==> src/rtl/axi_mux_arbiter.sv <==
// axi_mux_arbiter: N-master AXI3 read/write arbiter onto one port.
// Registered round-robin grants, per-master read credit, write ownership.
module axi_mux_arbiter #(
  parameter int N_RD     = 2,
  parameter int N_WR     = 2,
  parameter int MAX_OUTS = 2,
  parameter int ID_W     = 4
) (
  input  logic                 clk,
  input  logic                 rst,
  // read masters
  input  logic [N_RD*32-1:0]   m_araddr,
  input  logic [N_RD*4-1:0]    m_arlen,
  input  logic [N_RD*3-1:0]    m_arsize,
  input  logic [N_RD-1:0]      m_arvalid,
  output logic [N_RD-1:0]      m_arready,
  output logic [N_RD*32-1:0]   m_rdata,
  output logic [N_RD-1:0]      m_rlast,
  output logic [N_RD-1:0]      m_rvalid,
  input  logic [N_RD-1:0]      m_rready,
  // write masters
  input  logic [N_WR*32-1:0]   m_awaddr,
  input  logic [N_WR*4-1:0]    m_awlen,
  input  logic [N_WR*3-1:0]    m_awsize,
  input  logic [N_WR-1:0]      m_awvalid,
  output logic [N_WR-1:0]      m_awready,
  input  logic [N_WR*32-1:0]   m_wdata,
  input  logic [N_WR*4-1:0]    m_wstrb,
  input  logic [N_WR-1:0]      m_wlast,
  input  logic [N_WR-1:0]      m_wvalid,
  output logic [N_WR-1:0]      m_wready,
  output logic [N_WR-1:0]      m_bvalid,
  input  logic [N_WR-1:0]      m_bready,
  // AXI AR
  output logic [ID_W-1:0]      arid,
  output logic [31:0]          araddr,
  output logic [3:0]           arlen,
  output logic [2:0]           arsize,
  output logic [1:0]           arburst,
  output logic [1:0]           arlock,
  output logic [3:0]           arcache,
  output logic [2:0]           arprot,
  output logic                 arvalid,
  input  logic                 arready,
  // AXI R
  input  logic [ID_W-1:0]      rid,
  input  logic [31:0]          rdata,
  input  logic [1:0]           rresp,
  input  logic                 rlast,
  input  logic                 rvalid,
  output logic                 rready,
  // AXI AW
  output logic [ID_W-1:0]      awid,
  output logic [31:0]          awaddr,
  output logic [3:0]           awlen,
  output logic [2:0]           awsize,
  output logic [1:0]           awburst,
  output logic [1:0]           awlock,
  output logic [3:0]           awcache,
  output logic [2:0]           awprot,
  output logic                 awvalid,
  input  logic                 awready,
  // AXI W
  output logic [ID_W-1:0]      wid,
  output logic [31:0]          wdata,
  output logic [3:0]           wstrb,
  output logic                 wlast,
  output logic                 wvalid,
  input  logic                 wready,
  // AXI B
  input  logic [ID_W-1:0]      bid,
  input  logic [1:0]           bresp,
  input  logic                 bvalid,
  output logic                 bready
);

  localparam int RGW = (N_RD > 1) ? $clog2(N_RD) : 1;
  localparam int WGW = (N_WR > 1) ? $clog2(N_WR) : 1;

  typedef enum logic {RA_IDLE, RA_BUSY} ra_state_t;
  typedef enum logic [1:0] {
    W_IDLE, W_ADDR, W_DATA, W_RESP
  } w_state_t;

  ra_state_t        r_ra_state;
  logic [RGW-1:0]   r_ar_gnt;
  logic [RGW-1:0]   r_rr_rd;
  logic [3:0]       r_rd_cnt [N_RD];

  w_state_t         r_w_state;
  logic [WGW-1:0]   r_wr_gnt;
  logic [WGW-1:0]   r_rr_wr;

  logic [N_RD-1:0]  w_rd_elig;
  logic             w_rd_found;
  logic [RGW-1:0]   w_rd_pick;
  logic [N_RD-1:0]  w_ar_sel;
  logic             w_ar_any;
  logic [31:0]      w_araddr;
  logic [3:0]       w_arlen;
  logic [2:0]       w_arsize;
  logic             w_ar_hs;
  logic [RGW-1:0]   w_rr_rd_nxt;

  logic [N_RD-1:0]  w_rsel;
  logic             w_rsel_rdy;
  logic             w_r_done;
  logic [N_RD-1:0]  w_cnt_inc;
  logic [N_RD-1:0]  w_cnt_dec;

  logic             w_wr_found;
  logic [WGW-1:0]   w_wr_pick;
  logic [N_WR-1:0]  w_wr_sel;
  logic             w_aw_any;
  logic             w_w_any;
  logic             w_b_rdy;
  logic [31:0]      w_awaddr;
  logic [3:0]       w_awlen;
  logic [2:0]       w_awsize;
  logic [31:0]      w_wdata;
  logic [3:0]       w_wstrb;
  logic             w_wlast;
  logic             w_aw_hs;
  logic             w_w_end;
  logic             w_b_hs;
  logic [WGW-1:0]   w_rr_wr_nxt;

  logic             w_unused;

  assign w_unused = ^{rresp, bresp, bid};

  assign arburst = 2'b01;
  assign arlock  = 2'b00;
  assign arcache = 4'b0000;
  assign arprot  = 3'b000;
  assign awburst = 2'b01;
  assign awlock  = 2'b00;
  assign awcache = 4'b0000;
  assign awprot  = 3'b000;

  // Read round-robin: first eligible master at or after r_rr_rd.
  always_comb begin
    w_rd_elig  = '0;
    w_rd_found = 1'b0;
    w_rd_pick  = '0;
    for (int k = 0; k < N_RD; k++) begin
      w_rd_elig[k] = m_arvalid[k] &&
                     (r_rd_cnt[k] < 4'(MAX_OUTS));
    end
    for (int k = 0; k < N_RD; k++) begin
      if (!w_rd_found && w_rd_elig[k] &&
          (RGW'(k) >= r_rr_rd)) begin
        w_rd_found = 1'b1;
        w_rd_pick  = RGW'(k);
      end
    end
    for (int k = 0; k < N_RD; k++) begin
      if (!w_rd_found && w_rd_elig[k]) begin
        w_rd_found = 1'b1;
        w_rd_pick  = RGW'(k);
      end
    end
  end

  // AR mux driven from the registered read grant.
  always_comb begin
    w_ar_sel = '0;
    w_ar_any = 1'b0;
    w_araddr = '0;
    w_arlen  = '0;
    w_arsize = '0;
    for (int k = 0; k < N_RD; k++) begin
      w_ar_sel[k] = (r_ar_gnt == RGW'(k));
      if (w_ar_sel[k]) begin
        w_ar_any = m_arvalid[k];
        w_araddr = m_araddr[k*32 +: 32];
        w_arlen  = m_arlen[k*4 +: 4];
        w_arsize = m_arsize[k*3 +: 3];
      end
    end
  end

  assign arvalid   = (r_ra_state == RA_BUSY) && w_ar_any;
  assign araddr    = w_araddr;
  assign arlen     = w_arlen;
  assign arsize    = w_arsize;
  assign arid      = ID_W'(r_ar_gnt);
  assign w_ar_hs   = arvalid && arready;
  assign m_arready = w_ar_hs ? w_ar_sel : '0;

  assign w_rr_rd_nxt = (r_ar_gnt == RGW'(N_RD - 1)) ?
                       '0 : r_ar_gnt + 1'b1;

  // Read arbiter FSM: grant held from selection to AR handshake.
  always_ff @(posedge clk or negedge rst) begin
    if (!rst) begin
      r_ra_state <= RA_IDLE;
      r_ar_gnt   <= '0;
      r_rr_rd    <= '0;
    end else begin
      case (r_ra_state)
        RA_IDLE: begin
          if (w_rd_found) begin
            r_ar_gnt   <= w_rd_pick;
            r_ra_state <= RA_BUSY;
          end
        end
        RA_BUSY: begin
          if (w_ar_hs) begin
            r_rr_rd    <= w_rr_rd_nxt;
            r_ra_state <= RA_IDLE;
          end
        end
        default: r_ra_state <= RA_IDLE;
      endcase
    end
  end

  // R routing by rid; unknown ids are sunk with rready high.
  always_comb begin
    w_rsel     = '0;
    w_rsel_rdy = 1'b0;
    m_rvalid   = '0;
    m_rdata    = '0;
    m_rlast    = '0;
    for (int k = 0; k < N_RD; k++) begin
      w_rsel[k] = (rid == ID_W'(k));
      if (w_rsel[k]) begin
        m_rvalid[k]          = rvalid;
        m_rdata[k*32 +: 32]  = rdata;
        m_rlast[k]           = rlast;
        w_rsel_rdy           = m_rready[k];
      end
    end
    rready = (|w_rsel) ? w_rsel_rdy : 1'b1;
  end

  assign w_r_done  = rvalid && rready && rlast && (|w_rsel);
  assign w_cnt_inc = w_ar_hs ? w_ar_sel : '0;
  assign w_cnt_dec = w_r_done ? w_rsel : '0;

  // Outstanding-read credit per master.
  always_ff @(posedge clk or negedge rst) begin
    if (!rst) begin
      for (int k = 0; k < N_RD; k++) r_rd_cnt[k] <= '0;
    end else begin
      for (int k = 0; k < N_RD; k++) begin
        if (w_cnt_inc[k] && !w_cnt_dec[k])
          r_rd_cnt[k] <= r_rd_cnt[k] + 4'd1;
        else if (w_cnt_dec[k] && !w_cnt_inc[k])
          r_rd_cnt[k] <= r_rd_cnt[k] - 4'd1;
      end
    end
  end

  // Write round-robin: first requester at or after r_rr_wr.
  always_comb begin
    w_wr_found = 1'b0;
    w_wr_pick  = '0;
    for (int k = 0; k < N_WR; k++) begin
      if (!w_wr_found && m_awvalid[k] &&
          (WGW'(k) >= r_rr_wr)) begin
        w_wr_found = 1'b1;
        w_wr_pick  = WGW'(k);
      end
    end
    for (int k = 0; k < N_WR; k++) begin
      if (!w_wr_found && m_awvalid[k]) begin
        w_wr_found = 1'b1;
        w_wr_pick  = WGW'(k);
      end
    end
  end

  // AW/W/B mux driven from the registered write owner.
  always_comb begin
    w_wr_sel = '0;
    w_aw_any = 1'b0;
    w_w_any  = 1'b0;
    w_b_rdy  = 1'b0;
    w_awaddr = '0;
    w_awlen  = '0;
    w_awsize = '0;
    w_wdata  = '0;
    w_wstrb  = '0;
    w_wlast  = 1'b0;
    for (int k = 0; k < N_WR; k++) begin
      w_wr_sel[k] = (r_wr_gnt == WGW'(k));
      if (w_wr_sel[k]) begin
        w_aw_any = m_awvalid[k];
        w_w_any  = m_wvalid[k];
        w_b_rdy  = m_bready[k];
        w_awaddr = m_awaddr[k*32 +: 32];
        w_awlen  = m_awlen[k*4 +: 4];
        w_awsize = m_awsize[k*3 +: 3];
        w_wdata  = m_wdata[k*32 +: 32];
        w_wstrb  = m_wstrb[k*4 +: 4];
        w_wlast  = m_wlast[k];
      end
    end
  end

  assign awid    = ID_W'(r_wr_gnt);
  assign wid     = awid;
  assign awaddr  = w_awaddr;
  assign awlen   = w_awlen;
  assign awsize  = w_awsize;
  assign wdata   = w_wdata;
  assign wstrb   = w_wstrb;
  assign wlast   = w_wlast;

  assign awvalid = (r_w_state == W_ADDR) && w_aw_any;
  assign wvalid  = (r_w_state == W_DATA) && w_w_any;
  assign bready  = (r_w_state == W_RESP) && w_b_rdy;

  assign w_aw_hs = awvalid && awready;
  assign w_w_end = wvalid && wready && wlast;
  assign w_b_hs  = bvalid && bready;

  assign m_awready = w_aw_hs ? w_wr_sel : '0;
  assign m_wready  = ((r_w_state == W_DATA) && wready) ?
                     w_wr_sel : '0;
  assign m_bvalid  = ((r_w_state == W_RESP) && bvalid) ?
                     w_wr_sel : '0;

  assign w_rr_wr_nxt = (r_wr_gnt == WGW'(N_WR - 1)) ?
                       '0 : r_wr_gnt + 1'b1;

  // Write FSM: owner kept from AW selection until B completes.
  always_ff @(posedge clk or negedge rst) begin
    if (!rst) begin
      r_w_state <= W_IDLE;
      r_wr_gnt  <= '0;
      r_rr_wr   <= '0;
    end else begin
      case (r_w_state)
        W_IDLE: begin
          if (w_wr_found) begin
            r_wr_gnt  <= w_wr_pick;
            r_w_state <= W_ADDR;
          end
        end
        W_ADDR: if (w_aw_hs) r_w_state <= W_DATA;
        W_DATA: if (w_w_end) r_w_state <= W_RESP;
        W_RESP: begin
          if (w_b_hs) begin
            r_rr_wr   <= w_rr_wr_nxt;
            r_w_state <= W_IDLE;
          end
        end
        default: r_w_state <= W_IDLE;
      endcase
    end
  end

endmodule

==> config.mk <==
export PLATFORM = sky130hd
export DESIGN_NAME = axi_mux_arbiter
export DESIGN_NICKNAME = d
export VERILOG_FILES = /design/src/rtl/axi_mux_arbiter.sv
export SDC_FILE = /design/constraint.sdc
export NUM_CORES = 1
export LEC_CHECK = 0
export ABC_CLOCK_PERIOD_IN_PS = 2300
export CORE_AREA = 2 2 201 203
export CTS_BUF_LIST = sky130_fd_sc_hd__clkbuf_4 sky130_fd_sc_hd__clkbuf_8
export CTS_CLUSTER_SIZE = 12
export DETAILED_ROUTE_END_ITERATION = 8
export DIE_AREA = 0 0 203 205
export GPL_ROUTABILITY_DRIVEN = 1
export SYNTH_ARGS = -nofsm -noshare
export SYNTH_HDL_FRONTEND = slang
export SYNTH_SLANG_ARGS = --single-unit
==> constraint.sdc <==
create_clock -name clk -period 2.3 [get_ports clk]
set_input_delay 0.46 -clock clk [delete_from_list [all_inputs] [get_ports clk]]
set_output_delay 0.46 -clock clk [all_outputs]
set_load 0.02 [all_outputs]
# Yosys cells after proc, flatten, opt, wreduce, memory -nomap -nowiden
# Index checks and enable logic that the tools add are counted.
op_classes:
  n_addsub: 6
  n_lt_le_gt_ge: 6
  eq_ne: 8
  muxes: 55
  bitwise_logic: 3
  n_reduce_logical: 50
ops:
  columns: ["operator", "n"]
  rows:
  - ["32-bit two-way mux", 5]
  - ["1-bit logical AND", 30]
  - ["1-bit two-way mux", 30]
  - ["4-bit two-way mux", 7]
  - ["2-bit two-way mux", 9]
  - ["1-bit zero test", 10]
  - ["4-bit by 1-bit adder with 4-bit output, second input constant", 2]
  - ["4-bit by 2-bit < comparator with 1-bit output, second input constant", 2]
  - ["2-bit inequality test, second input constant", 4]
  - ["2-bit one-hot mux with 4 select lines", 1]
  - ["2-bit AND reduction", 4]
  - ["4-bit by 1-bit subtractor with 4-bit output, second input constant", 2]
  - ["3-bit two-way mux", 2]
  - ["2-bit equality test, second input constant", 2]
  - ["4-bit by 1-bit equality test with 1-bit output, second input constant", 1]
  - ["1-bit >= comparator, first input constant", 4]
  - ["4-bit zero test", 1]
  - ["4-bit AND reduction", 1]
  - ["2-bit nonzero test", 2]
  - ["1-bit NOT", 3]
  - ["1-bit adder, second input constant", 2]
  - ["2-bit by 1-bit equality test with 1-bit output, second input constant", 1]
  - ["2-bit zero test", 1]
  - ["1-bit one-hot mux with 2 select lines", 1]
  - ["2-bit OR reduction", 1]
word_totals:
  register_bits: 15
  input_bits: 292
  out_inout_bits: 230
  word_cells: 136

# Logic depth before layout (Yosys ltp)
# Gate-level depths: netlist of run 1.
logic_depth:
  ltp_word: 16
  depth_mapped: 11
  depth_no_buf: 10

# Least setup slack after synthesis of run 1
# No wires, ideal clock.
synth_timing:
  path_type: "input to register"
  start: "in rid[0]"
  end: "reg r_rd_cnt[7] in the netlist's numbering"
  setup_ns: 0.080
  t_arrival_ns: 2.535
  required_time_ns: 2.220
  setup_slack_ns: -0.315
  path_stages: 11
  path_buffers: 2
  path_cell_list: "buf_2 nor4_4 clkbuf_1 nand4_1 ha_1 inv_1 ha_1 a21o_1 a21oi_1 mux2i_1 xnor2_1"
synth_between:
  elab_chain_len: 11
  elab_cells_between_ends: 15
  classes_between: "eq/ne: 1; mux: 5; reduce/logical: 9"
synth_lines:
  columns: ["item", "line", "text"]
  rows:
  - ["start: declaration", "46", "input logic [ID_W-1:0] rid,"]
  - ["4-bit zero test", "227", "w_rsel[k] = (rid == ID_W'(k));"]
  - ["1-bit two-way mux (2 in a row)", "228", "if (w_rsel[k]) begin"]
  - ["1-bit two-way mux", "235", "rready = (|w_rsel) ? w_rsel_rdy : 1'b1;"]
  - ["1-bit logical AND (3 in a row)", "238", "assign w_r_done = rvalid && rready && rlast && (|w_rsel);"]
  - ["2-bit two-way mux (*)", "240", "assign w_cnt_dec = w_r_done ? w_rsel : '0;"]
  - ["1-bit zero test", "248", "if (w_cnt_inc[k] && !w_cnt_dec[k])"]
  - ["1-bit logical AND", "248", null]
  - ["4-bit two-way mux or 2-bit nonzero test (tied branches)", null, null]
  - ["end signal: indexed assignment", "249", "r_rd_cnt[k] <= r_rd_cnt[k] + 4'd1;"]
  - ["end signal: indexed assignment", "251", "r_rd_cnt[k] <= r_rd_cnt[k] - 4'd1;"]
  - ["end: declaration", "88", "logic [3:0] r_rd_cnt [N_RD];"]
# Every way passes the cells marked *; elsewhere a longest branch is shown, timed or not.
# A chain may end at the register's enable or synchronous reset.

# Final worst setup path of run 1
layout_timing:
  start: "reg r_ar_gnt"
  end: "reg r_rd_cnt[7] in the netlist's numbering"
layout_between:
  elab_chain_len: 7
  elab_cells_between_ends: 10
  classes_between: "mux: 3; bitwise: 1; reduce/logical: 6"
layout_lines:
  columns: ["item", "line", "text"]
  rows:
  - ["start: declaration", "86", "logic [RGW-1:0] r_ar_gnt;"]
  - ["start signal: assignment", "204", "r_ar_gnt <= w_rd_pick;"]
  - ["1-bit two-way mux", "174", "if (w_ar_sel[k]) begin"]
  - ["1-bit logical AND", "183", "assign arvalid = (r_ra_state == RA_BUSY) && w_ar_any;"]
  - ["1-bit logical AND", "188", "assign w_ar_hs = arvalid && arready;"]
  - ["2-bit two-way mux (*)", "239", "assign w_cnt_inc = w_ar_hs ? w_ar_sel : '0;"]
  - ["1-bit zero test", "250", "else if (w_cnt_dec[k] && !w_cnt_inc[k])"]
  - ["1-bit logical AND", "250", null]
  - ["2-bit nonzero test (no line)", null, null]
# Marks and branches as above.

==> results of run 1 <==
==> cell usage in the layout (no fill, tap or decap), types with 4 or more instances in the layout <==
cell             instances
nor2_1                  11
ha_1                     4
buf_12                   6
buf_2                   20
dfrtp_1                 13
o21ai_0                  4
mux2i_1                  9
dlymetal6s2s_1          20
ha_4                     5
nor2b_1                  4
xnor2_1                  6
conb_1                  31
buf_4                   55
and2_1                  34
dlygate4sd2_1          107
inv_1                    9
clkdlybuf4s50_1        280
clkbuf_2                24
nand2_1                  6
mux2_2                 116
clkdlybuf4s15_1         15
and3_1                  36
bufbuf_16                4
==> logic make-up (layout without fill, tap and decap cells) <==
group                    after synthesis  after routing  synth area share (%)
flip-flops                            15             15                  11.8
buffers and inverters                 69            551                  13.0
other                                  2             33                 0.236
adder cells (fa/ha/maj)               13             13                  5.57
AND/OR/NAND/NOR                      104            104                  19.6
multiplexers                         126            126                  44.3
AO/OA/AOI/OAI                         19             19                  3.89
XOR/XNOR                               6              6                  1.65
==> power groups by stage <==
stage | Combinational, mW | Clock (mW) | Sequential (mW)
3_5_place_dp | 5.58 | 0 | 0.571
5_1_grt | 5.74 | 0.307 | 0.601
2_1_floorplan | 3.07 | 0 | 0.516
4_1_cts | 5.41 | 0.298 | 0.582
3_3_place_gp | 5.52 | 0 | 0.570
6_report | 5.37 | 0.272 | 0.572
==> area by class of cell <==
type / instances / area (µm²)
clock inverters: 1 / 7.51
fillers: 4321 / 30500
well taps: 525 / 657
diodes: 2 / 5.00
clock buffers: 3 / 41.3
repair buffers: 536 / 5130
flip-flops and latches: 15 / 380
multi-input cells: 299 / 2610
inverters: 11 / 46.3
==> repair_timing <==
item                                    4_1_cts  5_1_grt
pin swaps                                    10        4
endpoints found under the setup margin      188       56
setup buffers                                10        6
gates resized for setup                     238       85
cloned                                        4        1
==> worst reg2reg max path: stages, from the launching register on <==
cell,delay [ns]
dfrtp_2,0.43
buf_6,0.12
mux2i_1,0.12
nand3b_1,0.28
nor2_4,0.21
ha_4,0.16
inv_4,0.04
ha_4,0.20
a21o_1,0.18
a21oi_2,0.13
mux2i_1,0.23
xnor2_1,0.13
==> flip-flops by register name (all words and copies together), names as in the netlist <==
| signal | flops |
|---|---|
| r_rr_rd | 1 |
| r_wr_gnt | 1 |
| r_rd_cnt | 8 |
| r_ar_gnt | 1 |
| r_rr_wr | 1 |
| r_w_state | 2 |
| r_ra_state | 1 |
==> metal layers <==
metal	GRT usage [%]	up-vias
met5	0	-
met1	9.85	2090
met3	3.01	8
met4	1.15	0
met2	20.0	272
li1	-	2201
==> path summary, 6_finish.rpt <==
kind,slack (ns),depth (start not counted),to,from
min in group asynchronous,0.51,2,r_rr_wr,rst
hold reg to reg,0.46,1,r_rd_cnt[3],r_rd_cnt[3]
setup reg to reg,-0.008,11,r_rd_cnt[7],r_ar_gnt
max in group asynchronous,1.53,2,r_ar_gnt,rst
hold / removal,0.46,1,r_rd_cnt[3],r_rd_cnt[3]
setup / recovery,-0.008,11,r_rd_cnt[7],r_ar_gnt
==> impl_metrics.yaml, run 1 <==
status:
  status: "finished with violations"
  violations: "negative setup slack"
die:
  chipWidth_um: 203
  rows: 73
  core-area_mm2: 0.0394
  die_h_um: 205
  ioPinCount: 522
  start_util_pct: 8.10
  die_area_mm2: 0.0416
setup_path:
  worstPathBufferInverterCount: 2
  crit_slowest_cell: "dfrtp_2"
  worstSetupPathType: "reg2reg"
  critPathCaptureType: "register"
  critPathMaxFanout: 3
  critPathRequiredTime_ns: 2.50
  start_kind: "register"
  critical_path_arrival_ns: 2.50
  cpPeakStageDelay_ns: 0.43
  critical_path.cell_chain: "buf_6 -> mux2i_1 -> nand3b_1 -> nor2_4 -> ha_4 -> inv_4 -> ha_4 -> a21o_1 -> a21oi_2 -> mux2i_1 -> xnor2_1"
  cpLargestDelayFamily: "simple AND/OR/NAND/NOR gates"
logic_synthesis:
  syn-cell-area_mm2: 0.00319
  synth_most_common_cell: "mux2_2"
  synth.largest_area_cell: "mux2_2"
  avgSynthCellArea_um2: 9.01
  ys_seq_area_share_pct: 11.8
  synth_seq_cells: 15
  synthCells: 354
  yosysTopAreaCellShare_pct: 41.0
  synth_edf_count: 0
  async_reset_ff_share_pct: 100
  synthTopCellsByArea: "mux2_2, dfrtp_1, buf_4, and3_1, and2_1"
  ys_top_cells_by_count: "mux2_2, and3_1, buf_4"
  synth_cell_types: 36
  ys.flop_type: "dfrtp_1"
  yosysWarnings: 0
final_layout:
  fin_cells: 1392
  stdcell_area_mm2: 0.00887
  syn_to_final_growth_pct: 178
  fin_util_pct: 22.5
  layout.nets: 1171
  layout-drive-gt1-share_pct: 29.6
power_and_ir_drop:
  pwr-share-clk_pct: 4.4
  combPwrFrac_pct: 86.4
  power.share.sequential_pct: 9.2
  total_leakage_power_nw: 4.11
  swShare_pct: 46.4
  finalPower_mw: 6.21
  p_int_mw: 3.33
  power_density_mw_per_mm2: 700
  ir_drop_mv: 0.363
  power.switching_mw: 2.88
sta:
  fin_skew_ns: 0.0140
  finalSetupViolCount: 1
  fin_setup_tns_ns: -0.00801
  finalHoldViolations: 0
  period_share_pct: 100
  clock.fmax_mhz: 433
  grt_setup_unrepaired: "true"
  layout_setup_ws_ns: -0.00801
  fin_crit_ns: 2.31
  slew_violations: 0
  holdWs_ns: 0.459
clock_network:
  h-tree-depth: 1
  clk_pin_slew_worst_paths_ns: 0.08
  cts_tree: "yes"
  clk_latency_ns: 0.28
  hold_buffers: 0
  cts_sinks: 15
  clockBufferDepth: 2
  cts_buffers: 3
  cts-root-buf: "clkbuf_8"
grt:
  grt_pass1_vias: 4830
  grt_max_degree: 45
  track_usage_pct: 9.79
  antenna_found_initial: 3
  grt_overflow_total: 0
  grt_pass1_wl_mm: 30.1
detailed_routing:
  first_pass_iters: 4
  routed_wl_mm: 22.4
  post-route-drc-count: 0
  wl_per_cell_um: 16.1
  first_iter_violations: 95
  wl_met1_mm: 7.90
  top_layer_used: "met4"
  wl_met3_mm: 2.09
  detail-route-antenna-nets: 0
  vias: 4571
  vias_per_cell: 3.28
  dr_wl_met2_mm: 12.2
place:
  place.gp.congestion: 0.823
  dp_hpwl_mm: 19.0
  io_buffers: 482
  place_area_mm2: 0.00881
  dpl_worst_slack_ns: -0.614
  placed_cells: 1365
job:
  maxCapViolCount: 0
min_path:
  hold_class: "reg2reg"
(Power assumes the default switching activity.)
==> inputs of run 2 (changes only) <==
--- a/config.mk
+++ b/config.mk
@@ -12,6 +12,7 @@
 export DETAILED_ROUTE_END_ITERATION = 8
 export DIE_AREA = 0 0 203 205
 export GPL_ROUTABILITY_DRIVEN = 1
+export PLACE_DENSITY_LB_ADDON = 0.3
 export SYNTH_ARGS = -nofsm -noshare
 export SYNTH_HDL_FRONTEND = slang
 export SYNTH_SLANG_ARGS = --single-unit
==> run 2 against run 1 <==
  * The flow now finishes without violations
  * Sequential share of layout area about the same
  * Sequential power decreased by 3.7%
  * Clock-buffer cell count unchanged
  * Power decreased by 4.4%
  * Fmax increased by 0.84%
  * Combinational power decreased by 4.1%
  * Die area unchanged
  * First-iteration DRC count increased by 15%
  * Largest power group unchanged
==> impl_metrics.yaml, run 2 (synthesis results as in run 1) <==
final_layout:
  syn_to_final_growth_pct: 178
  layout.nets: 1170
  ff_latch_area_um2: 380
  fillers: 4315
  stdcell_area_mm2: 0.00887
  layout-drive-gt1-share_pct: 27.0
  regMostFlops: "r_rd_cnt"
  top_regs: "r_rd_cnt x8, r_w_state x2"
  multi_input_area_mm2: 0.00260
  mostFrequentLayoutCell: "clkdlybuf4s50_1"
  largest_reg_flops: 8
  mostFrequentLayoutCells: "clkdlybuf4s50_1, dlygate4sd2_1, mux2_2, buf_4, and3_1"
setup_path:
  rr_worst_depth: 11
  worstSetupPathType: "reg2reg"
  critical_path.cell_chain: "buf_6 -> mux2i_1 -> nand3b_1 -> nor2_4 -> ha_4 -> inv_4 -> ha_4 -> a21o_1 -> a21oi_2 -> mux2i_1 -> xnor2_1"
  critPathRequiredTime_ns: 2.49
  critPathMaxFanout: 4
  r2r_end: "r_rd_cnt[3]"
  r2r_start: "r_ar_gnt"
  crit_slowest_cell: "dfrtp_2"
  start_kind: "register"
  critPathCaptureType: "register"
  critical_path_arrival_ns: 2.48
  r2r_setup_slack_ns: 0.01
  cpPeakStageDelay_ns: 0.42
clock_network:
  cts_buffers: 3
  cts_sinks: 15
  clk_latency_ns: 0.26
  clk_pin_slew_worst_paths_ns: 0.08
  hold_buffers: 0
  clockBufferDepth: 2
  cts_tree: "yes"
  h-tree-depth: 1
  cts-root-buf: "clkbuf_8"
min_path:
  min-delay-start: "r_rd_cnt[7]"
  min_to: "r_rd_cnt[7]"
  holdPathStages: 1
  hold_class: "reg2reg"
die:
  die_area_mm2: 0.0416
  core-area_mm2: 0.0394
  chipWidth_um: 203
  start_util_pct: 8.10
  ioPinCount: 522
  die_h_um: 205
  rows: 73
sta:
  layout_setup_ws_ns: 0.0113
  finalSetupViolCount: 0
  slew_violations: 0
  fin_skew_ns: 0.00610
  holdWs_ns: 0.462
  period_share_pct: 99.5
  finalHoldViolations: 0
  fin_crit_ns: 2.29
  grt_setup_unrepaired: "true"
  clock.fmax_mhz: 437
detailed_routing:
  first_iter_violations: 109
  wl_per_cell_um: 14.7
  post-route-drc-count: 0
  detail-route-antenna-nets: 0
  first_pass_iters: 4
  vias_per_cell: 3.25
  routed_wl_mm: 20.4
  vias: 4526
job:
  maxCapViolCount: 0
grt:
  track_usage_pct: 8.92
  grt_pass1_vias: 4758
  grt_pass1_wl_mm: 28.2
  antenna_found_initial: 5
  grt_max_degree: 48
  grt_overflow_total: 0
power_and_ir_drop:
  ir_drop_mv: 0.243
  total_leakage_power_nw: 3.93
  power_density_mw_per_mm2: 669
place:
  io_buffers: 482
  place.gp.congestion: 0.713
  dp_hpwl_mm: 17.4
  dpl_worst_slack_ns: -0.524
  place_area_mm2: 0.00882
status:
  status: "complete, no violations"
-- run 2: cell count changes in the layout (fill, tap and decap cells not counted), sizes merged --
cell	before	now
buf	85	80
clkbuf	28	4
clkdlybuf4s15	15	29
diode	2	3
dlygate4sd2	107	141
dlymetal6s2s	20	0
-- run 2: layout make-up --
cell class              count  area share [%]
repair buffers            535            57.9
multi-input cells         299            29.3
well taps                 525            7.40
flip-flops and latches     15            4.29
inverters                  11           0.522
clock buffers               3           0.465
clock inverters             1          0.0846
diodes                      3          0.0846
-- run 2: worst max-delay path by stage --
stage / from / end / cells past startpoint
CTS: r_ar_gnt / r_rd_cnt[3] / 11
detailed placement: rid[1] / r_rd_cnt[7] / 11
global route: r_ar_gnt / r_rd_cnt[7] / 11
floorplan: rid[2] / r_rd_cnt[7] / 10
finish: r_ar_gnt / r_rd_cnt[3] / 11
global placement: rid[2] / r_rd_cnt[7] / 13
-- run 2: metrics by stage --
stage	TNS [ns]	cells	util (%)	power [mW]
floorplan	0	383	-	3.58
global placement	-31.92	1365	22.4	5.98
detailed placement	-31.54	1365	22.4	5.97
CTS	-0.0514	1385	22.9	6.03
global route	-0.276	1390	22.5	6.35
finish	0	1392	22.5	5.94
-- run 2: timing repair --
item,in CTS,in global routing
gates resized for setup,292,32
pin swaps,8,8
cloned,5,0
endpoints found under the setup margin,199,35
setup buffers,11,5
-- run 2: power breakdown --
group | total, mW | internal, mW | leakage (nW) | switching (mW)
Sequential | 0.551 | 0.405 | 0.180 | 0.145
Clock | 0.239 | 0.122 | 0.0217 | 0.117
Combinational | 5.15 | 2.72 | 3.73 | 2.43
-- run 2: worst max-delay path, delay by kind of cell (launching register included) --
kind                     cells  cell delay (ns)
multiplexers                 2             0.36
adder cells (fa/ha/maj)      2             0.35
buffers and inverters        2             0.16
XOR/XNOR                     1             0.13
AND/OR/NAND/NOR              2             0.48
AO/OA/AOI/OAI                2             0.32
flip-flops                   1             0.42
-- run 2: per-layer routing --
metal / up-vias / share of wire, % / track usage, % / wire [µm]
met5: - / 0.13 / 0 / 27
met4: 4 / 1.6 / 2.11 / 327
met3: 14 / 9.9 / 2.69 / 2010
met2: 261 / 55 / 18.5 / 11300
met1: 2041 / 33 / 8.36 / 6720
li1: 2206 / - / - / -
